### src/rtl/keypad_pkg.sv
// rtl/keypad_pkg.sv - shared types, sizes and helpers for the keypad scanner
//
// Purpose : FSM state encoding, matrix dimensions, key index type, and two
//           small helpers (lowest active row, column drive pattern).
// Ports   : none (package).

package keypad_pkg;

   typedef enum logic [1:0] {SCAN, DEB_PRESS, HELD, DEB_REL} scan_state_t;

   localparam int NUM_ROWS = 4;
   localparam int NUM_COLS = 4;

   typedef logic [1:0] key_idx_t;

   // Lowest-index row that is pulled low; rows are active low.
   function automatic key_idx_t lowest_low(input logic [NUM_ROWS-1:0] r);
      key_idx_t idx;
      idx = '0;
      for (int i = NUM_ROWS - 1; i >= 0; i--) begin
         if (!r[i]) idx = key_idx_t'(i);
      end
      return idx;
   endfunction

   // One column low, the rest high.
   function automatic logic [NUM_COLS-1:0] col_drive(input key_idx_t c);
      logic [NUM_COLS-1:0] one;
      one = NUM_COLS'(1);
      return ~(one << c);
   endfunction

endpackage

### src/rtl/keypad_scanner_if.sv
// rtl/keypad_scanner_if.sv - keypad matrix and key report signal bundle
//
// Purpose : groups the keypad matrix lines and the key report outputs.
// Signals : rows (in to scanner, active low), cols (column drives),
//           row_index/col_index (last accepted key), key_valid (one-cycle
//           strobe per accepted press), key_held (press accepted, not yet
//           released).
// Modports: master = scanner side, slave = keypad/consumer side.

interface keypad_scanner_if;
   import keypad_pkg::*;

   logic [NUM_ROWS-1:0] rows;
   logic [NUM_COLS-1:0] cols;
   key_idx_t            row_index;
   key_idx_t            col_index;
   logic                key_valid;
   logic                key_held;

   modport master (
      input  rows,
      output cols, row_index, col_index, key_valid, key_held
   );

   modport slave (
      output rows,
      input  cols, row_index, col_index, key_valid, key_held
   );

endinterface

### src/rtl/sync_2ff.sv
// rtl/sync_2ff.sv - two-flop synchronizer, resets to all ones
//
// Purpose : brings asynchronous level inputs into the clk domain.
// Ports   : clk, nreset (async active low), d (async input), q (synced output).
// Reset value is all ones so that idle pulled-up lines read as inactive.

module sync_2ff #(
   parameter int WIDTH = 1
) (
   input  logic             clk,
   input  logic             nreset,
   input  logic [WIDTH-1:0] d,
   output logic [WIDTH-1:0] q
);

   logic [WIDTH-1:0] meta;

   always_ff @(posedge clk or negedge nreset) begin
      if (!nreset) begin
         meta <= '1;
         q    <= '1;
      end else begin
         meta <= d;
         q    <= meta;
      end
   end

endmodule

### src/rtl/keypad_scanner.sv
// rtl/keypad_scanner.sv - 4x4 active-low matrix keypad scanner with debounce
//
// Purpose : drives one column low at a time, samples the rows at the end of
//           each column dwell, debounces press and release of the first key
//           found, and reports it once per press.
// Ports   : clk, nreset (async active low), bus (keypad_scanner_if.master:
//           rows in, cols / row_index / col_index / key_valid / key_held out).
// Params  : SCAN_DIV        - cycles each column is driven before sampling.
//           DEBOUNCE_CYCLES - cycles a row level must hold to be accepted.

module keypad_scanner
   import keypad_pkg::*;
#(
   parameter int SCAN_DIV        = 4800,
   parameter int DEBOUNCE_CYCLES = 480000
) (
   input  logic              clk,
   input  logic              nreset,
   keypad_scanner_if.master  bus
);

   localparam int SW = (SCAN_DIV > 1) ? $clog2(SCAN_DIV) : 1;
   localparam int DW = (DEBOUNCE_CYCLES > 1) ? $clog2(DEBOUNCE_CYCLES) : 1;
   localparam logic [SW-1:0] SCAN_LAST = SW'(SCAN_DIV - 1);
   localparam logic [DW-1:0] DEB_LAST  = DW'(DEBOUNCE_CYCLES - 1);

   logic [NUM_ROWS-1:0] rows_s;

   scan_state_t   state, state_next;
   logic [SW-1:0] scan_cnt, scan_cnt_next;
   logic [DW-1:0] deb_cnt, deb_cnt_next;
   key_idx_t      col_sel, col_sel_next;
   key_idx_t      lat_row, lat_row_next;
   key_idx_t      row_index_q, row_index_next;
   key_idx_t      col_index_q, col_index_next;
   logic          key_valid_q, key_valid_next;
   logic          key_held_q, key_held_next;
   logic          row_lvl;

   sync_2ff #(.WIDTH(NUM_ROWS)) u_rows_sync (
      .clk    (clk),
      .nreset (nreset),
      .d      (bus.rows),
      .q      (rows_s)
   );

   // Once a key is latched only its own row matters; col_sel stays frozen
   // so that row line is still connected to the same key.
   assign row_lvl = rows_s[lat_row];

   always_ff @(posedge clk or negedge nreset) begin
      if (!nreset) begin
         state       <= SCAN;
         scan_cnt    <= '0;
         deb_cnt     <= '0;
         col_sel     <= '0;
         lat_row     <= '0;
         row_index_q <= '0;
         col_index_q <= '0;
         key_valid_q <= 1'b0;
         key_held_q  <= 1'b0;
      end else begin
         state       <= state_next;
         scan_cnt    <= scan_cnt_next;
         deb_cnt     <= deb_cnt_next;
         col_sel     <= col_sel_next;
         lat_row     <= lat_row_next;
         row_index_q <= row_index_next;
         col_index_q <= col_index_next;
         key_valid_q <= key_valid_next;
         key_held_q  <= key_held_next;
      end
   end

   always_comb begin
      state_next     = state;
      scan_cnt_next  = scan_cnt;
      deb_cnt_next   = deb_cnt;
      col_sel_next   = col_sel;
      lat_row_next   = lat_row;
      row_index_next = row_index_q;
      col_index_next = col_index_q;
      key_valid_next = 1'b0;
      key_held_next  = key_held_q;

      case (state)
         SCAN: begin
            if (scan_cnt == SCAN_LAST) begin
               scan_cnt_next = '0;
               if (rows_s != '1) begin
                  lat_row_next = lowest_low(rows_s);
                  deb_cnt_next = '0;
                  state_next   = DEB_PRESS;
               end else begin
                  col_sel_next = col_sel + 1'b1;
               end
            end else begin
               scan_cnt_next = scan_cnt + 1'b1;
            end
         end

         DEB_PRESS: begin
            if (row_lvl) begin
               // Bounce: rescan the same column from a fresh dwell.
               scan_cnt_next = '0;
               state_next    = SCAN;
            end else if (deb_cnt == DEB_LAST) begin
               key_valid_next = 1'b1;
               row_index_next = lat_row;
               col_index_next = col_sel;
               key_held_next  = 1'b1;
               deb_cnt_next   = '0;
               state_next     = HELD;
            end else begin
               deb_cnt_next = deb_cnt + 1'b1;
            end
         end

         HELD: begin
            if (row_lvl) begin
               deb_cnt_next = '0;
               state_next   = DEB_REL;
            end
         end

         DEB_REL: begin
            if (!row_lvl) begin
               state_next = HELD;
            end else if (deb_cnt == DEB_LAST) begin
               key_held_next = 1'b0;
               col_sel_next  = col_sel + 1'b1;
               scan_cnt_next = '0;
               state_next    = SCAN;
            end else begin
               deb_cnt_next = deb_cnt + 1'b1;
            end
         end

         default: state_next = SCAN;
      endcase
   end

   assign bus.cols      = col_drive(col_sel);
   assign bus.row_index = row_index_q;
   assign bus.col_index = col_index_q;
   assign bus.key_valid = key_valid_q;
   assign bus.key_held  = key_held_q;

endmodule

### src/flat_wrapper.sv
// flat-port wrapper written by rule: the top's interface ports become plain ports
module keypad_scanner_flat import keypad_pkg::*;
#(
   parameter int SCAN_DIV        = 4800,
   parameter int DEBOUNCE_CYCLES = 480000
)
  (clk, nreset, bus_rows, bus_cols, bus_row_index, bus_col_index, bus_key_valid, bus_key_held);
  keypad_scanner_if bus_i ();
  input  logic clk;
  input  logic nreset;
  input wire logic [$bits(bus_i.rows)-1:0] bus_rows;
  output wire logic [$bits(bus_i.cols)-1:0] bus_cols;
  output wire logic [$bits(bus_i.row_index)-1:0] bus_row_index;
  output wire logic [$bits(bus_i.col_index)-1:0] bus_col_index;
  output wire logic [$bits(bus_i.key_valid)-1:0] bus_key_valid;
  output wire logic [$bits(bus_i.key_held)-1:0] bus_key_held;
  assign bus_i.rows = bus_rows;
  assign bus_cols = bus_i.cols;
  assign bus_row_index = bus_i.row_index;
  assign bus_col_index = bus_i.col_index;
  assign bus_key_valid = bus_i.key_valid;
  assign bus_key_held = bus_i.key_held;
  keypad_scanner #(.SCAN_DIV(SCAN_DIV), .DEBOUNCE_CYCLES(DEBOUNCE_CYCLES)) u_core (.clk(clk), .nreset(nreset), .bus(bus_i));
endmodule
### config.mk
export PLATFORM = sky130hd
export DESIGN_NAME = keypad_scanner_flat
export DESIGN_NICKNAME = d
export VERILOG_FILES = /design/src/rtl/keypad_pkg.sv /design/src/rtl/keypad_scanner_if.sv /design/src/rtl/sync_2ff.sv /design/src/rtl/keypad_scanner.sv /design/src/flat_wrapper.sv
export SDC_FILE = /design/constraint.sdc
export NUM_CORES = 1
export LEC_CHECK = 0
export ABC_AREA = 1
export BUFFER_PORTS_ARGS = -buffer_cell sky130_fd_sc_hd__buf_2
export CAP_MARGIN = 20
export CORE_AREA = 2 2 76 78
export CTS_BUF_LIST = sky130_fd_sc_hd__clkbuf_2
export CTS_CLUSTER_DIAMETER = 200
export DETAILED_ROUTE_END_ITERATION = 7
export DIE_AREA = 0 0 78 80
export PLACE_DENSITY = 0.81
export SETUP_SLACK_MARGIN = 0.05
export SYNTH_ARGS = -nofsm -noshare
export SYNTH_HDL_FRONTEND = slang
export SYNTH_SLANG_ARGS = --single-unit
### constraint.sdc
create_clock -name clk -period 5 [get_ports clk]
set_input_delay 0 -clock clk [delete_from_list [all_inputs] [get_ports clk]]
set_output_delay 0 -clock clk [all_outputs]
set_load 0.05 [all_outputs]
### Yosys cells after proc, flatten, opt, wreduce, memory -nomap -nowiden

Cells that the tools add are included.

| storage, ports and cells | value |
|---|---|
| input port bits | 6 |
| register bits | 52 |
| output and inout bits | 10 |

| operators by class | value |
|---|---|
| reduce and logical (&&, ||, !) cells | 11 |
| shifts and indexed selects | 1 |
| bitwise operators | 2 |
| multiplexer cells | 40 |
| $add $sub $neg | 3 |
| $lt $le $gt $ge | 1 |
| eq/ne operators | 18 |

Operators with widths:

| kind | number |
|---|---|
| 2-to-1 mux 19 bit | 7 |
| one-hot mux 19 bit (4 select lines) | 1 |
| 2-to-1 mux 13 bit | 4 |
| one-hot mux 13 bit (3 select lines) | 1 |
| 2-to-1 mux 2 bit | 15 |
| adder 19 x 1 -> 19 bit, second input constant | 1 |
| equality test 19 bit, second input constant | 1 |
| AND reduction 5 bit | 3 |
| inequality test 2 x 1 -> 1 bit, second input constant | 7 |
| adder 13 x 1 -> 13 bit, second input constant | 1 |
| equality test 13 bit, second input constant | 1 |
| 2-to-1 mux 1 bit | 8 |
| one-hot mux 2 bit (4 select lines) | 1 |
| inequality test 2 bit, second input constant | 3 |
| AND reduction 3 bit | 2 |
| AND reduction 6 bit | 1 |
| equality test 2 bit, second input constant | 2 |
| inequality test 4 bit, second input constant | 1 |
| inverter 4 bit | 1 |
| one-hot mux 2 bit (2 select lines) | 1 |
| AND reduction 4 bit | 1 |
| nonzero test 2 bit | 2 |
| left shift 1 x 2 -> 4 bit, first input constant | 1 |
| less-than comparator 2 x 3 -> 1 bit, second input constant | 1 |
| 9 further kinds | 9 |

### Longest topological paths before layout

| depth | value |
|---|---|
| word-level depth | 4 |
| depth in mapped cells | 13 |
| mapped depth without buffers | 12 |

### Cells and area by module

A second synthesis with hierarchy kept.

| unflattened totals | value |
|---|---|
| cell total of the unflattened synthesis | 452 |
| area total of the unflattened synthesis | 3339.5 um2 |

Modules (own cells, without submodules):

| module | cells each | times used | area each (um2) | seq. area each (um2) |
|---|---|---|---|---|
| keypad_scanner | 444 | 1 | 3129.3 | 1101.1 |
| sync_2ff | 8 | 1 | 210.2 | 210.2 |

### Worst setup path before layout

Ideal clock, no wire load.

| path | value |
|---|---|
| kind | register -> register |
| start point | reg u_core.state[0] |
| end point | reg u_core.deb_cnt[14] |
| setup time | 0.116 ns |
| path slack | 3.234 ns |
| buffers on the path | 1 |
| cell stages (with the launch flop) | 12 |
| arrival | 1.650 ns |
| clock period less this slack | 1.766 ns |
| cell sequence | dfrtp_1 -> inv_1 -> ha_1 -> inv_1 -> nor3_1 -> a21oi_1 -> inv_1 -> nor2_8 -> nand3_4 -> buf_6 -> nand2_1 -> nand2_1 |

| between the ends | value |
|---|---|
| cells in the longest elaborated chain, start to end | 3 |

Ends and longest elaborated chain:

| element | line | text |
|---|---|---|
| from (decl) | keypad_scanner.sv:29 | `scan_state_t state, state_next;` |
| from (signal assigned) | keypad_scanner.sv:63 | `state <= state_next;` |
| equality test 2 bit, or another cell as far along | keypad_scanner.sv:86 | `case (state)` |
| inequality test 2 bit (no source line) / inequality test 2 x 1 -> 1 bit (equally long branches) | -- |  |
| AND reduction 6 bit (no source line) | -- |  |
| to (signal assigned) | keypad_scanner.sv:65 | `deb_cnt <= deb_cnt_next;` |
| to (decl) | keypad_scanner.sv:31 | `logic [DW-1:0] deb_cnt, deb_cnt_next;` |

Several ways; a longest one is shown, not always the timed one.
A chain may end at the register's enable or synchronous reset.

### Final worst setup path

| path | value |
|---|---|
| start point | reg u_core.deb_cnt[0] |
| end point | reg u_core.scan_cnt[1] |

| between the ends | value |
|---|---|
| cells in the longest elaborated chain, start to end | 3 |

Ends and longest elaborated chain:

| element | line | text |
|---|---|---|
| equality test 19 bit | keypad_scanner.sv:129 | `end else if (deb_cnt == DEB_LAST) begin` |
| inequality test 2 x 1 -> 1 bit (no source line) | -- |  |
| AND reduction 4 bit (no source line) | -- |  |
| to (signal assigned) | keypad_scanner.sv:64 | `scan_cnt <= scan_cnt_next;` |
| to (decl) | keypad_scanner.sv:30 | `logic [SW-1:0] scan_cnt, scan_cnt_next;` |

No other way between the ends.

==> flow_summary.yaml <==
run_status:
  status: "complete, no violations"
floorplan:
  die-area_mm2: 0.00624
  pin_count: 16
  die_h_um: 80
  die_w_um: 78
  fp.coreArea_mm2: 0.00541
  fp-row-count: 27
  initial_core_util_pct: 62.5
sta:
  rsz0062_at_grt: "false"
  slew_headroom_pct: 54.6
  finalSetupViolations: 0
  finalCritPeriodShare_pct: 49.0
  fmax_mhz: 408
  drv_slew: 0
  finalHoldViolCount: 0
  fin_tns_setup_ns: 0
  fin_skew_ns: 0.0280
  tightestPinTransition_ns: 0.678
  period_needed_ns: 2.45
synth:
  synth_fa_ha_area_share_pct: 3.70
  yosys.area_share.simple_pct: 39.8
  synthArstFlopShare_pct: 100
  synth_top_area_share_pct: 32.6
  synthTopCellsByArea: "dfrtp_1, nand2_1, dfstp_2, inv_1, nand3_1"
  syn_nets: 487
  synth_top_family_by_area: "simple AND/OR/NAND/NOR gates"
  postSynthAreaPerCell_um2: 7.18
  synth_top_cell_by_area: "dfrtp_1"
  ys_seq_area_share_pct: 38.8
  netlist_instances: 471
  ys.flop_type: "dfrtp_1"
  synth_xor_xnor_area_share_pct: 2.07
  synth_warnings: 0
  ys_types: 37
  synth-edff-count: 0
  synth_compound_area_share_pct: 7.89
  synthesis.area_mm2: 0.00338
  synth_seq_cells: 52
  muxShareOfSynthArea_pct: 0
global_route:
  grt_max_degree: 53
  grtUsageTotal_pct: 24.8
  grt_util_met3_pct: 3.73
  use_met2_pct: 40.8
  grt-ovfl-total: 0
  grt_pass1_vias: 2742
  grt_pass1_wl_um: 12400
  met1_usage_pct: 33.9
  antenna_found_initial: 0
  grt_busiest_layer: "met2"
drt:
  drt_iter0_drc: 272
  dr.pass1.iters: 5
  vias_per_cell: 5.39
  antenna_left: 0
  drt-total-wl_um: 7090
  drc_errors: 0
  vias: 3037
  wl_per_cell_um: 12.6
clock_network:
  cts_buffers: 5
  postCtsSetupBuffers: 0
  clock_path_buffers: 2
  cts-root-buf: "clkbuf_2"
  tritoncts: "yes"
  clk_transition_reported_paths_ns: 0.28
  hold_buffers: 5
  clk_latency_ns: 0.45
  htreeDepth: 2
  clock_sinks: 52
  cts_resized: 0
power_and_ir_drop:
  peakVddDrop_mv: 0.117
  power.leakage_nw: 1.69
  cellPowerDensity_mw_per_mm2: 173
flow_run:
  drv_cap: 0
setup_path:
  crit_path_start_kind: "flip-flop"
  cp_max_fo: 13
  cp.depth: 11
  critPathArrivalTime_ns: 2.86
  slowest_stage: "dfrtp_1"
  timing.rr.end: "u_core.scan_cnt[1]"
  crit_type: "flip-flop to flip-flop"
  rr_worst_depth: 11
  cp_top_family: "simple AND/OR/NAND/NOR gates"
  cp.required_ns: 5.41
  r2r_start: "u_core.deb_cnt[0]"
  cp_slowest_stage_delay_ns: 0.57
  end_kind: "flip-flop"
  crit_buf_inv: 2
  cp_common_cell: "nand2_1"
  path_cells: "ha_1 > inv_1 > nor2_4 > nand2_2 > inv_2 > nand3_4 > nand2_1 > nand2_1 > nor2_1 > nand3_1 > nand2_1"
  r2r_setup_slack_ns: 2.55
cells_and_area:
  drive_above_1_share_pct: 12.0
  syn_to_final_growth_pct: 6.11
  stdcell_area_mm2: 0.00359
  fillers: 480
  final_cell_mix: "nand2_1, inv_1, dfrtp_1, nor2_1, nand3_1"
  seqCellArea_mm2: 0.00131
  multi_input_area_mm2: 0.00181
  insertedDiodeCount: 0
  final_common_cell: "nand2_1"
  final_nets: 506
placed_design:
  hpwl_um: 5220
  portBuffers: 15
  routabilityCongestion: 0.949
  placedInstanceArea_mm2: 0.00349
min_path:
  hp-class: "input pin to async pin"
metrics by stage:
stage / hold WS (ns) / worst slack, ns / utilization, % / instances / total power [mW]
finish: 0.131 / 2.55 / 66.3 / 563 / 0.622
global route: 0.106 / 2.31 / 66.3 / 563 / 0.650
CTS: 0.133 / 2.55 / 66.3 / 563 / 0.634
detailed placement: 0.107 / 2.60 / 64.5 / 550 / 0.451
global placement: 0.105 / 2.74 / 64.5 / 550 / 0.450
floorplan: -0.296 / 3.23 / - / 471 / 0.439
flip-flops by register name (all words and copies together) (netlist names), named ones only:
signal	count
u_core.col_sel	2
u_core.bus.col_index	2
u_core.state	1
u_core.bus.key_valid	1
u_core.lat_row	2
u_core.bus.row_index	2
u_core.deb_cnt	19
u_core.bus.key_held	1
u_core.scan_cnt	13
u_core.u_rows_sync.meta	4
u_core.u_rows_sync.q	4
area by class of cell:
type,count,share of cell area [%]
Multi-Input combinational cell,357,50.3
Clock buffer,5,0.698
Sequential cell,52,36.6
Timing Repair Buffer,21,3.70
Tap cell,72,2.51
Clock inverter,3,0.628
Inverter,53,5.55
where the power goes:
group | leakage [nW] | internal (mW) | switching, mW
logic | 0.973 | 0.00558 | 0.0114
clock network | 0.0333 | 0.0369 | 0.139
registers | 0.685 | 0.428 | 0.00159
total | 1.69 | 0.470 | 0.152
Yosys cell counts, types with 3 or more instances:
cell / number
a21oi_1: 8
buf_2: 3
buf_6: 3
dfrtp_1: 44
dfstp_2: 8
ha_1: 10
inv_1: 49
nand2_1: 171
nand2_2: 7
nand3_1: 34
nand4_1: 19
nor2_1: 42
nor2_4: 3
nor3_1: 6
o21ai_0: 21
o21ai_1: 3
o21ai_2: 5
o21bai_1: 3
xnor2_1: 3
xor2_1: 5
worst max-delay path by stage:
stage	start	end	slack [ns]
floorplan	u_core.state[0]	u_core.deb_cnt[14]	3.23
CTS	u_core.deb_cnt[0]	u_core.scan_cnt[10]	2.55
finish	u_core.deb_cnt[0]	u_core.scan_cnt[1]	2.55
detailed placement	u_core.deb_cnt[0]	u_core.scan_cnt[3]	2.60
global placement	u_core.deb_cnt[0]	u_core.scan_cnt[3]	2.74
global route	u_core.deb_cnt[0]	u_core.scan_cnt[1]	2.31
layer usage:
metal / part of all wire (%) / vias to the layer above
met5: 0 / -
met4: 0.99 / 0
met3: 5.6 / 6
met2: 46 / 88
met1: 48 / 1395
li1: - / 1548
cell families (layout without fill, tap and decap cells):
kind of cell | Yosys count | in the layout
compound gates | 44 | 44
xor+xnor | 8 | 8
fa+ha+maj | 10 | 10
buf+inv | 62 | 82
flops | 52 | 52
simple gates | 295 | 295
worst register-to-register path: cells and delay by family (launching register included):
kind / cells / cell delay (ns)
flops: 1 / 0.57
fa+ha+maj: 1 / 0.30
buf+inv: 2 / 0.20
simple gates: 8 / 1.36
Power figures use the tool's default switching activity.
